[src/rtl/wb_dbg_master.sv]
`default_nettype none
// ============================================================================
// Module      : wb_dbg_master
// Description : Byte-stream debug command bridge issuing single 32-bit
//               pipelined Wishbone transfers and returning status/data bytes.
// Revision    : 1.0 - initial release
// ============================================================================
module wb_dbg_master #(
    parameter int          TIMEOUT_CYCLES = 1024,
    parameter logic [7:0]  CMD_WRITE      = 8'h57,
    parameter logic [7:0]  CMD_READ       = 8'h52
) (
    input  logic        wb_clk_i,
    input  logic        wb_rst_i,
    input  logic [7:0]  rx_data_i,
    input  logic        rx_stb_i,
    output logic [7:0]  tx_data_o,
    output logic        tx_valid_o,
    input  logic        tx_ready_i,
    output logic        busy_o,
    output logic        rx_drop_o,
    output logic        wbm_cyc_o,
    output logic        wbm_stb_o,
    output logic        wbm_we_o,
    output logic [31:0] wbm_adr_o,
    output logic [31:0] wbm_dat_o,
    output logic [3:0]  wbm_sel_o,
    input  logic [31:0] wbm_dat_i,
    input  logic        wbm_ack_i,
    input  logic        wbm_err_i,
    input  logic        wbm_stall_i
);
    localparam int TW = $clog2(TIMEOUT_CYCLES);
    localparam logic [TW-1:0] C_TMO_LAST = TW'(TIMEOUT_CYCLES - 1);

    localparam logic [2:0] S_IDLE    = 3'd0;
    localparam logic [2:0] S_ADDR    = 3'd1;
    localparam logic [2:0] S_DATA    = 3'd2;
    localparam logic [2:0] S_WB_REQ  = 3'd3;
    localparam logic [2:0] S_WB_WAIT = 3'd4;
    localparam logic [2:0] S_RESP    = 3'd5;

    logic [2:0]    state_q, state_d;
    logic [1:0]    cnt_q, cnt_d;
    logic [31:0]   adr_q, adr_d;
    logic [31:0]   dat_q, dat_d;
    logic          we_q, we_d;
    logic [TW-1:0] tmo_q, tmo_d;
    logic [39:0]   resp_q, resp_d;
    logic [2:0]    left_q, left_d;
    logic          drop_q, drop_d;

    always_ff @(posedge wb_clk_i) begin
        if (wb_rst_i) begin
            state_q <= S_IDLE;
            cnt_q   <= '0;
            adr_q   <= '0;
            dat_q   <= '0;
            we_q    <= 1'b0;
            tmo_q   <= '0;
            resp_q  <= '0;
            left_q  <= '0;
            drop_q  <= 1'b0;
        end else begin
            state_q <= state_d;
            cnt_q   <= cnt_d;
            adr_q   <= adr_d;
            dat_q   <= dat_d;
            we_q    <= we_d;
            tmo_q   <= tmo_d;
            resp_q  <= resp_d;
            left_q  <= left_d;
            drop_q  <= drop_d;
        end
    end

    always_comb begin
        state_d = state_q;
        cnt_d   = cnt_q;
        adr_d   = adr_q;
        dat_d   = dat_q;
        we_d    = we_q;
        tmo_d   = tmo_q;
        resp_d  = resp_q;
        left_d  = left_q;
        drop_d  = drop_q;

        if (rx_stb_i && (state_q == S_WB_REQ || state_q == S_WB_WAIT || state_q == S_RESP))
            drop_d = 1'b1;

        case (state_q)
            S_IDLE: begin
                if (rx_stb_i) begin
                    cnt_d = 2'd0;
                    if (rx_data_i == CMD_WRITE || rx_data_i == CMD_READ) begin
                        we_d    = (rx_data_i == CMD_WRITE);
                        state_d = S_ADDR;
                    end else begin
                        resp_d  = {8'h3F, 32'h0};
                        left_d  = 3'd1;
                        state_d = S_RESP;
                    end
                end
            end
            S_ADDR: begin
                if (rx_stb_i) begin
                    adr_d = {adr_q[23:0], rx_data_i};
                    cnt_d = cnt_q + 2'd1;
                    if (cnt_q == 2'd3) begin
                        tmo_d   = '0;
                        state_d = we_q ? S_DATA : S_WB_REQ;
                    end
                end
            end
            S_DATA: begin
                if (rx_stb_i) begin
                    dat_d = {dat_q[23:0], rx_data_i};
                    cnt_d = cnt_q + 2'd1;
                    if (cnt_q == 2'd3) begin
                        tmo_d   = '0;
                        state_d = S_WB_REQ;
                    end
                end
            end
            S_WB_REQ, S_WB_WAIT: begin
                tmo_d = tmo_q + TW'(1);
                // Completion is only meaningful once the strobe has been taken.
                if ((state_q == S_WB_WAIT || !wbm_stall_i) && wbm_err_i) begin
                    resp_d  = {8'h45, 32'h0};
                    left_d  = 3'd1;
                    state_d = S_RESP;
                end else if ((state_q == S_WB_WAIT || !wbm_stall_i) && wbm_ack_i) begin
                    resp_d  = we_q ? {8'h4B, 32'h0} : {8'h44, wbm_dat_i};
                    left_d  = we_q ? 3'd1 : 3'd5;
                    state_d = S_RESP;
                end else if (tmo_q == C_TMO_LAST) begin
                    resp_d  = {8'h54, 32'h0};
                    left_d  = 3'd1;
                    state_d = S_RESP;
                end else if (state_q == S_WB_REQ && !wbm_stall_i) begin
                    state_d = S_WB_WAIT;
                end
            end
            S_RESP: begin
                if (tx_ready_i) begin
                    resp_d = {resp_q[31:0], 8'h00};
                    left_d = left_q - 3'd1;
                    if (left_q == 3'd1)
                        state_d = S_IDLE;
                end
            end
            default: state_d = S_IDLE;
        endcase
    end

    always_comb begin
        wbm_cyc_o  = (state_q == S_WB_REQ) || (state_q == S_WB_WAIT);
        wbm_stb_o  = (state_q == S_WB_REQ);
        wbm_we_o   = wbm_cyc_o && we_q;
        wbm_adr_o  = adr_q;
        wbm_dat_o  = dat_q;
        wbm_sel_o  = 4'hF;
        tx_valid_o = (state_q == S_RESP);
        tx_data_o  = resp_q[39:32];
        busy_o     = (state_q != S_IDLE);
        rx_drop_o  = drop_q;
    end
endmodule
`default_nettype wire

[config.mk]
export PLATFORM = sky130hd
export DESIGN_NAME = wb_dbg_master
export DESIGN_NICKNAME = d
export VERILOG_FILES = /design/src/rtl/wb_dbg_master.sv
export SDC_FILE = /design/constraint.sdc
export NUM_CORES = 1
export LEC_CHECK = 0
export ABC_CLOCK_PERIOD_IN_PS = 5350
export BUFFER_PORTS_ARGS = -buffer_cell sky130_fd_sc_hd__buf_2
export CELL_PAD_IN_SITES_DETAIL_PLACEMENT = 0
export CELL_PAD_IN_SITES_GLOBAL_PLACEMENT = 2
export CORE_MARGIN = 2
export CORE_UTILIZATION = 33
export DETAILED_ROUTE_END_ITERATION = 10
export PLACE_DENSITY_LB_ADDON = 0.3
export SETUP_SLACK_MARGIN = 0.2
export SYNTH_ARGS = -nofsm -noshare
export SYNTH_HDL_FRONTEND = slang
export SYNTH_SLANG_ARGS = --single-unit
[constraint.sdc]
create_clock -name wb_clk_i -period 5.35 [get_ports wb_clk_i]
set_input_delay 0.535 -clock wb_clk_i [delete_from_list [all_inputs] [get_ports wb_clk_i]]
set_output_delay 0.535 -clock wb_clk_i [all_outputs]
set_load 0.05 [all_outputs]
==> results of run 1 <==
-- critical path: cells and delay by family, from the launching register on --
kind | cells | cell delay (ns)
compound gates | 2 | 0.38
flops | 1 | 0.81
simple gates | 3 | 1.82
-- stage by stage --
stage	setup WS, ns	instance area, um2	utilization	power, mW	hold WS (ns)
final	2.26	6510	0.413	3.04	0.353
after global routing	1.90	6510	0.413	3.21	0.351
after CTS	2.25	6510	0.413	3.08	0.339
after detailed placement	2.26	5930	0.376	1.93	0.444
after global placement	2.32	5930	0.376	1.91	0.438
after floorplan	2.26	5300	-	1.80	0.432
-- area by class of cell --
| type | count | area, um2 |
|---|---|---|
| multi-input cells | 466 | 2500 |
| repair buffers | 127 | 646 |
| clock inverters | 11 | 116 |
| flip-flops and latches | 124 | 2480 |
| well taps | 216 | 270 |
| inverters | 7 | 26.3 |
| fillers | 1699 | 9260 |
| clock buffers | 21 | 470 |
-- logic make-up (layout without fill, tap and decap cells) --
| group | count (synthesis) | in the layout | share of synthesized area |
|---|---|---|---|
| and+or+nand+nor | 259 | 259 | 0.229 |
| AOI/OAI and AO/OA | 197 | 197 | 0.227 |
| DFF | 124 | 124 | 0.469 |
| buffers and inverters | 66 | 166 | 0.0620 |
| adders and majority gates | 5 | 5 | 0.0114 |
| other | 1 | 4 | 0.000709 |
| xor gates and xnor gates | 1 | 1 | 0.00166 |
-- sequential cells by signal (all words and copies together), names as in the netlist --
register   cells
cnt_q          2
left_q         3
resp_q        40
rx_drop_o      1
state_q        3
tmo_q         10
wbm_adr_o     32
wbm_dat_o     32
we_q           1
-- worst paths after layout --
path | from | end | slack [ns] | cells after the start
max reg2reg | state_q[0] | resp_q[31] | 2.26 | 5
min | wbm_dat_i[6] | resp_q[6] | 0.35 | 3
max | state_q[0] | resp_q[31] | 2.26 | 5
min reg2reg | resp_q[38] | resp_q[38] | 0.45 | 2
-- power by group --
part           internal (mW)  switching (mW)  total [mW]
Combinational          0.238           0.508       0.746
Clock                  0.719           0.421        1.14
Sequential              1.06           0.101        1.16
-- per-layer routing --
metal  global-route usage  wire length (um)
met3               0.0513               687
met4               0.0582               219
met1                0.214              6410
met2                0.256              6640
met5                    0                 0
-- cells in the final DEF (no fill, tap or decap), types with 6 or more instances in the layout --
cell type and instances:
nand2b_1 30, buf_2 123, clkbuf_16 17, a22oi_1 9, nor2_1 27, o21ai_0 19
a21oi_1 118, dfxtp_1 124, nand2_1 152, nand3_1 7, or3_1 8, inv_1 6
a221oi_1 26
==> impl_metrics.env, run 1 <==
export IMPL_outcome="complete, no violations"
export IMPL_n_antenna_cell=0
export IMPL_min_period_ns=3.09
export IMPL_post_cts_buffers=0
export IMPL_layoutNonFillerInstCount=972
export IMPL_rows=46
export IMPL_routed_via_density=4.92
export IMPL_crit_fanout=25
export IMPL_grt_pass1_wl_mm=22.0
export IMPL_synth_top_area_share=0.469
export IMPL_fin_nets=794
export IMPL_critical_path_arrival_ns=3.44
export IMPL_cts_hold_buf=0
export IMPL_power_density_mw_per_mm2=467
export IMPL_yosysWarningCount=0
export IMPL_antenna_left=0
export IMPL_die_w_um=131
export IMPL_relSlewSlack=0.171
export IMPL_synthToLayoutAreaGrowth_pct=23.1
export IMPL_ys_seq_area_frac=0.469
export IMPL_startpoint_type="flop"
export IMPL_yosysTopAreaCell="dfxtp_1"
export IMPL_overflow=0
export IMPL_slowest_stage="nor4b_4"
export IMPL_crit_type="flop to flop"
export IMPL_leakage_nw=2.58
export IMPL_synthTopCellsByCount="152 x nand2_1, 124 x dfxtp_1, 118 x a21oi_1, 33 x clkbuf_1, 30 x nand2b_1"
export IMPL_path_clk_slew_ns=0.06
export IMPL_antenna_found_initial=0
export IMPL_fmax_ghz=0.323
export IMPL_grt_max_degree=90
export IMPL_finClkSkew_ns=0.00647
export IMPL_tritoncts="yes"
export IMPL_drc=0
export IMPL_clkLatencyLatePin_ns=0.42
export IMPL_dp_final_hpwl_mm=9.14
export IMPL_htree_levels=4
export IMPL_vdd_drop_max_mv=0.223
export IMPL_hold_viol_final=0
export IMPL_maxCapViolations=0
export IMPL_clock_sinks=124
export IMPL_ys_async_sr_fraction=0
export IMPL_setup_tns_ns=0
export IMPL_cts_resized=0
export IMPL_hp_class="primary input to flop"
export IMPL_core_area_mm2=0.0158
export IMPL_synth_area_leaders="dfxtp_1 47%, a21oi_1 11%, nand2_1 11%"
export IMPL_slew_viol_final=0
export IMPL_worst_ep_required_time_ns=5.69
export IMPL_drive_gt1_frac=0.222
export IMPL_vias=4782
export IMPL_detail_route_wl_per_cell_um=14.3
export IMPL_boundaryPins=129
export IMPL_clk_path_buf_depth=2
export IMPL_grt_usage=0.164
export IMPL_mappedNetlistArea_mm2=0.00529
export IMPL_crit_chain="nor4bb_1 -> nor2_1 -> nor4b_4 -> a221oi_1 -> a21oi_1"
export IMPL_synth_area_per_cell_um2=8.10
export IMPL_synth_edf_count=0
export IMPL_numPortBuffers=124
export IMPL_finalSetupViolations=0
export IMPL_gp_congestion=0.759
export IMPL_drtPass1Iterations=4
export IMPL_die_area_mm2=0.0171
export IMPL_drtIter0Drc=272
export IMPL_synth_seq_cells=124
export IMPL_cts_buffers=17
export IMPL_grt_pass1_vias=4373
export IMPL_synth_distinct_cells=55
export IMPL_synthFlopType="dfxtp_1"
export IMPL_post_route_period_util=0.578
export IMPL_drt_total_wl_mm=13.9
export IMPL_endpoint_kind="flop"
export IMPL_dp_cells=940
export IMPL_yosysMostFrequentCell="nand2_1"
export IMPL_root_buffer="clkbuf_16"
export IMPL_rsz0062_at_grt="false"
export IMPL_start_util=0.336
export IMPL_die_y_um=131
export IMPL_max_stage_delay_ns=1.08
export IMPL_tightest_slew_ns=1.24
export IMPL_synthCells=653
No activity file was read; power rests on OpenSTA's default activity.
==> run 2, diff against run 1 <==
Settings changed: ABC_CLOCK_PERIOD_IN_PS 5350 to 2500, CORE_UTILIZATION 33 to 27.
Clock period 5.35 ns to 2.5 ns, I/O delays scaled along.
==> run 2 against run 1 <==
Against the previous run:
- global-route usage shrank 1.9 points
- wire length up 7.7%
- sequential power is 110% higher
- hold slack got worse by 0.29 ns
- via count increased by 2.1%
- final area increased by 3.3%
- non-clock buffer count rose by 19
- flip-flop and latch count unchanged
- critical path depth grew 2
- setup slack worse by 1.9 ns
- die area rose by 22%
- first-iteration DRC count down 8.8%
- critical path type unchanged
- critical endpoint is now resp_q[37]
==> impl_metrics.env, run 2 (synthesized netlist as in run 1, its figures left out) <==
export IMPL_cts_buffers=17
export IMPL_min_period_ns=2.15
export IMPL_clk_path_buf_depth=2
export IMPL_rows=51
export IMPL_r2r_cells=7
export IMPL_critical_path_arrival_ns=2.49
export IMPL_fillerInstances=2028
export IMPL_synthToLayoutAreaGrowth_pct=27.1
export IMPL_htree_levels=4
export IMPL_worst_ep_required_time_ns=2.85
export IMPL_clock_sinks=124
export IMPL_regArea_mm2=0.00248
export IMPL_drc=0
export IMPL_largest_reg_flops=40
export IMPL_drt_total_wl_mm=15.0
export IMPL_detail_route_wl_per_cell_um=14.5
export IMPL_fmax_ghz=0.466
export IMPL_root_buffer="clkbuf_16"
export IMPL_power_density_mw_per_mm2=976
export IMPL_hp_class="primary input to flop"
export IMPL_max_stage_delay_ns=0.36
export IMPL_drtIter0Drc=248
export IMPL_routed_via_density=4.70
export IMPL_start_util=0.274
export IMPL_path_clk_slew_ns=0.06
export IMPL_grt_pass1_vias=4545
export IMPL_pwr_share_comb=0.275
export IMPL_die_w_um=144
export IMPL_grt_max_degree=64
export IMPL_p_clk_frac=0.349
export IMPL_tritoncts="yes"
export IMPL_numPortBuffers=124
export IMPL_startpoint="state_q[0]"
export IMPL_total_power_mw=6.56
export IMPL_relSlewSlack=0.584
export IMPL_slowest_stage="dfxtp_2"
export IMPL_crit_end="resp_q[37]"
export IMPL_overflow=0
export IMPL_reg2reg_slack_ns=0.35
export IMPL_fin_nets=813
export IMPL_timing_rr_end="resp_q[37]"
export IMPL_finalSetupViolations=0
export IMPL_endpoint_kind="flop"
export IMPL_p_int_mw=4.29
export IMPL_antenna_found_initial=0
export IMPL_outcome="complete, no violations"
export IMPL_switching_share=0.346
export IMPL_crit_type="flop to flop"
export IMPL_largest_register="resp_q"
export IMPL_die_y_um=144
export IMPL_rr_startpoint="state_q[0]"
export IMPL_antenna_left=0
export IMPL_boundaryPins=129
export IMPL_clkLatencyLatePin_ns=0.42
export IMPL_n_antenna_cell=0
export IMPL_leakage_nw=2.67
export IMPL_drtPass1Iterations=5
export IMPL_multi_input_area_mm2=0.00253
export IMPL_mostFrequentLayoutCells="152 x nand2_1, 123 x buf_2, 122 x dfxtp_1"
export IMPL_tightest_slew_ns=0.624
export IMPL_crit_chain="buf_4 -> or2_2 -> o221ai_1 -> o211ai_4 -> buf_12 -> or3_1 -> a21oi_1"
export IMPL_setup_tns_ns=0
export IMPL_die_area_mm2=0.0207
export IMPL_grt_pass1_wl_mm=23.7
export IMPL_startpoint_type="flop"
export IMPL_hold_viol_final=0
export IMPL_post_route_period_util=0.859
export IMPL_maxCapViolations=0
export IMPL_crit_fanout=24
export IMPL_grt_usage=0.145
export IMPL_core_area_mm2=0.0193
export IMPL_p_seq_frac=0.376
export IMPL_gp_congestion=0.791
export IMPL_slew_viol_final=0
export IMPL_rsz0062_at_grt="false"
export IMPL_final_common_cell="nand2_1"
export IMPL_finClkSkew_ns=0.0100
export IMPL_vdd_drop_max_mv=0.566
export IMPL_drive_gt1_frac=0.247
export IMPL_dp_final_hpwl_mm=10.2
export IMPL_cts_hold_buf=0
export IMPL_p_sw_mw=2.27
export IMPL_vias=4881
[run 2: final cells by class]
cell class / instances / area share
clock buffer: 20 / 0.0664
clock inverter: 10 / 0.0141
inverter: 7 / 0.00391
tap: 265 / 0.0493
timing repair buffer: 146 / 0.121
multi-input combinational: 466 / 0.376
sequential: 124 / 0.369
[run 2: how the worst min path moves through the flow]
| stage | cells after the start | end | slack (ns) | start |
|---|---|---|---|---|
| after detailed placement | 2 | wbm_adr_o[28] | 0.44 | wbm_adr_o[28] |
| final | 3 | resp_q[7] | 0.07 | wbm_dat_i[7] |
| after global placement | 2 | wbm_adr_o[30] | 0.44 | wbm_adr_o[30] |
| after CTS | 3 | resp_q[2] | 0.04 | wbm_dat_i[2] |
| after global routing | 3 | resp_q[2] | 0.07 | wbm_dat_i[2] |
| after floorplan | 2 | wbm_dat_o[0] | 0.39 | rx_data_i[0] |
[run 2: critical path: cells and delay by family, from the launching register on]
kind,cells,cell delay [ns]
AO/OA/AOI/OAI,3,0.66
buffers and inverters,2,0.39
flip-flops,1,0.36
AND/OR/NAND/NOR,2,0.66
[run 2: power by group through the flow]
stage	sequential [mW]	combinational [mW]	clock [mW]
floorplan	2.50	1.36	0
global placement	2.50	1.75	0
detailed placement	2.50	1.77	0
CTS	2.46	1.78	2.36
global route	2.50	2.00	2.46
finish	2.47	1.80	2.29
[run 2: metrics by stage]
| stage | setup slack [ns] | util | instance area, um2 | hold WS [ns] | std cells |
|---|---|---|---|---|---|
| floorplan | 0.464 | - | 5310 | 0.386 | 656 |
| global placement | 0.332 | 0.317 | 6140 | 0.439 | 1005 |
| finish | 0.352 | 0.348 | 6730 | 0.0674 | 1038 |
| global route | 0.200 | 0.348 | 6730 | 0.0720 | 1038 |
| CTS | 0.193 | 0.345 | 6680 | 0.0437 | 1035 |
| detailed placement | 0.277 | 0.317 | 6140 | 0.444 | 1005 |
[run 2: routing by layer]
layer	routed length, um	global-route usage
met3	647	0.0384
met2	7210	0.230
met4	195	0.0531
met1	6970	0.190
met5	0	0
[run 2: timing repair]
action	CTS	global route
buffers inserted	0	3
resized for setup	1	6
setup endpoints to repair	2	39
==> run 3, diff against run 2 <==
Settings changed: BUFFER_PORTS_ARGS -buffer_cell sky130_fd_sc_hd__buf_2 to default, CORE_UTILIZATION 27 to 32, DONT_BUFFER_PORTS from default to 1.
==> run 3 against run 2 <==
Against the previous run:
- global-route usage rose by 1.3 points
- critical endpoint is now resp_q[34]
- utilization rose by 4.7 points
- largest power group unchanged
- clock power rose by 6%
- count of clock-buffer cells in the layout fell by 1
==> impl_metrics.env, run 3 (synthesized netlist as in run 1, its figures left out) <==
export IMPL_dpl_cell_area_mm2=0.00548
export IMPL_tightest_slew_ns=0.599
export IMPL_die_area_mm2=0.0176
export IMPL_largest_reg_flops=40
export IMPL_clk_path_buf_depth=2
export IMPL_synthToLayoutAreaGrowth_pct=22.1
export IMPL_detail_route_wl_per_cell_um=15.5
export IMPL_power_density_mw_per_mm2=1020
export IMPL_grt_pass1_vias=4204
export IMPL_vias=4565
export IMPL_post_cts_buffers=0
export IMPL_grt_usage=0.159
export IMPL_rows=47
export IMPL_routed_via_density=5.03
export IMPL_min_period_ns=2.23
export IMPL_startpoint_type="flop"
export IMPL_worst_ep_required_time_ns=2.79
export IMPL_die_w_um=133
export IMPL_mostFrequentLayoutCells="152 x nand2_1, 121 x dfxtp_1, 118 x a21oi_1"
export IMPL_holdPathStages=2
export IMPL_start_util=0.324
export IMPL_finish_utilization=0.395
export IMPL_tritoncts="yes"
export IMPL_largest_register="resp_q"
export IMPL_drc=0
export IMPL_root_buffer="clkbuf_16"
export IMPL_dp_final_hpwl_mm=8.90
export IMPL_numPortBuffers=0
export IMPL_final_common_cell="nand2_1"
export IMPL_fin_nets=725
export IMPL_outcome="complete, no violations"
export IMPL_pwr_share_comb=0.223
export IMPL_antenna_left=0
export IMPL_n_antenna_cell=0
export IMPL_rsz0062_at_grt="true"
export IMPL_grt_pass1_wl_mm=22.3
export IMPL_crit_fanout=41
export IMPL_htree_levels=4
export IMPL_stdcell_area_mm2=0.00646
export IMPL_drt_total_wl_mm=14.1
export IMPL_path_clk_slew_ns=0.06
export IMPL_critical_path_arrival_ns=2.52
export IMPL_grt_max_degree=77
export IMPL_r2r_cells=6
export IMPL_finClkSkew_ns=0.0234
export IMPL_drive_gt1_frac=0.103
export IMPL_reg2reg_slack_ns=0.27
export IMPL_fmax_ghz=0.448
export IMPL_leakage_nw=2.29
export IMPL_relSlewSlack=0.600
export IMPL_p_sw_mw=2.23
export IMPL_endpoint_kind="flop"
export IMPL_crit_type="flop to flop"
export IMPL_drtIter0Drc=226
export IMPL_drtPass1Iterations=5
export IMPL_hold_viol_final=0
export IMPL_p_seq_frac=0.410
export IMPL_post_route_period_util=0.893
export IMPL_boundaryPins=129
export IMPL_antenna_found_initial=0
export IMPL_p_int_mw=4.36
export IMPL_finalSetupViolations=0
export IMPL_p_clk_frac=0.367
export IMPL_hp_class="primary input to flop"
export IMPL_clock_sinks=124
export IMPL_maxCapViolations=0
export IMPL_cts_buffers=17
export IMPL_clkLatencyLatePin_ns=0.42
export IMPL_gp_congestion=0.785
export IMPL_slew_viol_final=0
export IMPL_overflow=0
export IMPL_switching_share=0.338
export IMPL_setup_tns_ns=0
export IMPL_die_y_um=133
export IMPL_core_area_mm2=0.0163
export IMPL_vdd_drop_max_mv=0.466
[run 3: cell count changes in the layout (fill, tap and decap cells not counted), sizes merged]
cell and delta:
bufinv +1, clkinv +2, dlygate4sd3 +35, clkinvlp -1, buf -123, inv +1, clkbuf -1
[run 3: area by class of cell]
| cell class | count | area [um2] |
|---|---|---|
| Fill cell | 1738 | 9890 |
| Clock buffer | 19 | 443 |
| Sequential cell | 124 | 2490 |
| Inverter | 7 | 26.3 |
| Tap cell | 220 | 275 |
| Clock inverter | 13 | 140 |
| Multi-Input combinational cell | 466 | 2520 |
| Timing Repair Buffer | 58 | 572 |
[run 3: power groups by stage]
| stage | registers (mW) | logic [mW] | clock network, mW |
|---|---|---|---|
| final | 2.70 | 1.47 | 2.42 |
| after global routing | 2.74 | 1.66 | 2.56 |
| after CTS | 2.70 | 1.47 | 2.49 |
| after detailed placement | 2.74 | 1.40 | 0 |
| after global placement | 2.74 | 1.38 | 0 |
| after floorplan | 2.50 | 1.36 | 0 |
[run 3: final timing paths]
kind | startpoint | to
max | state_q[1] | resp_q[34]
min | wb_rst_i | resp_q[19]
max reg2reg | state_q[1] | resp_q[34]
min reg2reg | left_q[1] | left_q[1]
[run 3: through the flow]
step,hold slack [ns],cells,power (mW),setup WS [ns]
6_report,0.0215,907,6.59,0.269
5_1_grt,0.0113,907,6.96,0.185
4_1_cts,0.000133,906,6.66,0.200
3_5_place_dp,0.332,839,4.14,0.173
3_3_place_gp,0.329,839,4.12,0.248
2_1_floorplan,0.386,656,3.86,0.464
[run 3: routing by layer]
layer | vias up | part of all wire | track usage
met1 | 2135 | 0.46 | 0.199
met2 | 114 | 0.47 | 0.246
li1 | 2303 | - | -
met5 | - | 0 | 0
met4 | 0 | 0.015 | 0.0657
met3 | 13 | 0.062 | 0.0582
[run 3: timing repair]
item	4_1_cts	5_1_grt
hold buffers	35	1
endpoints found under the setup margin	25	57
gates resized for setup	2	5
hold endpoints to repair	93	1
[run 3: worst max-delay path: stages, from the launching register on]
cell and delay [ns]:
dfxtp_2 0.39, or4b_1 0.55, or4_1 0.50, o211ai_4 0.21, buf_12 0.25, or3_1 0.14
a21oi_1 0.05
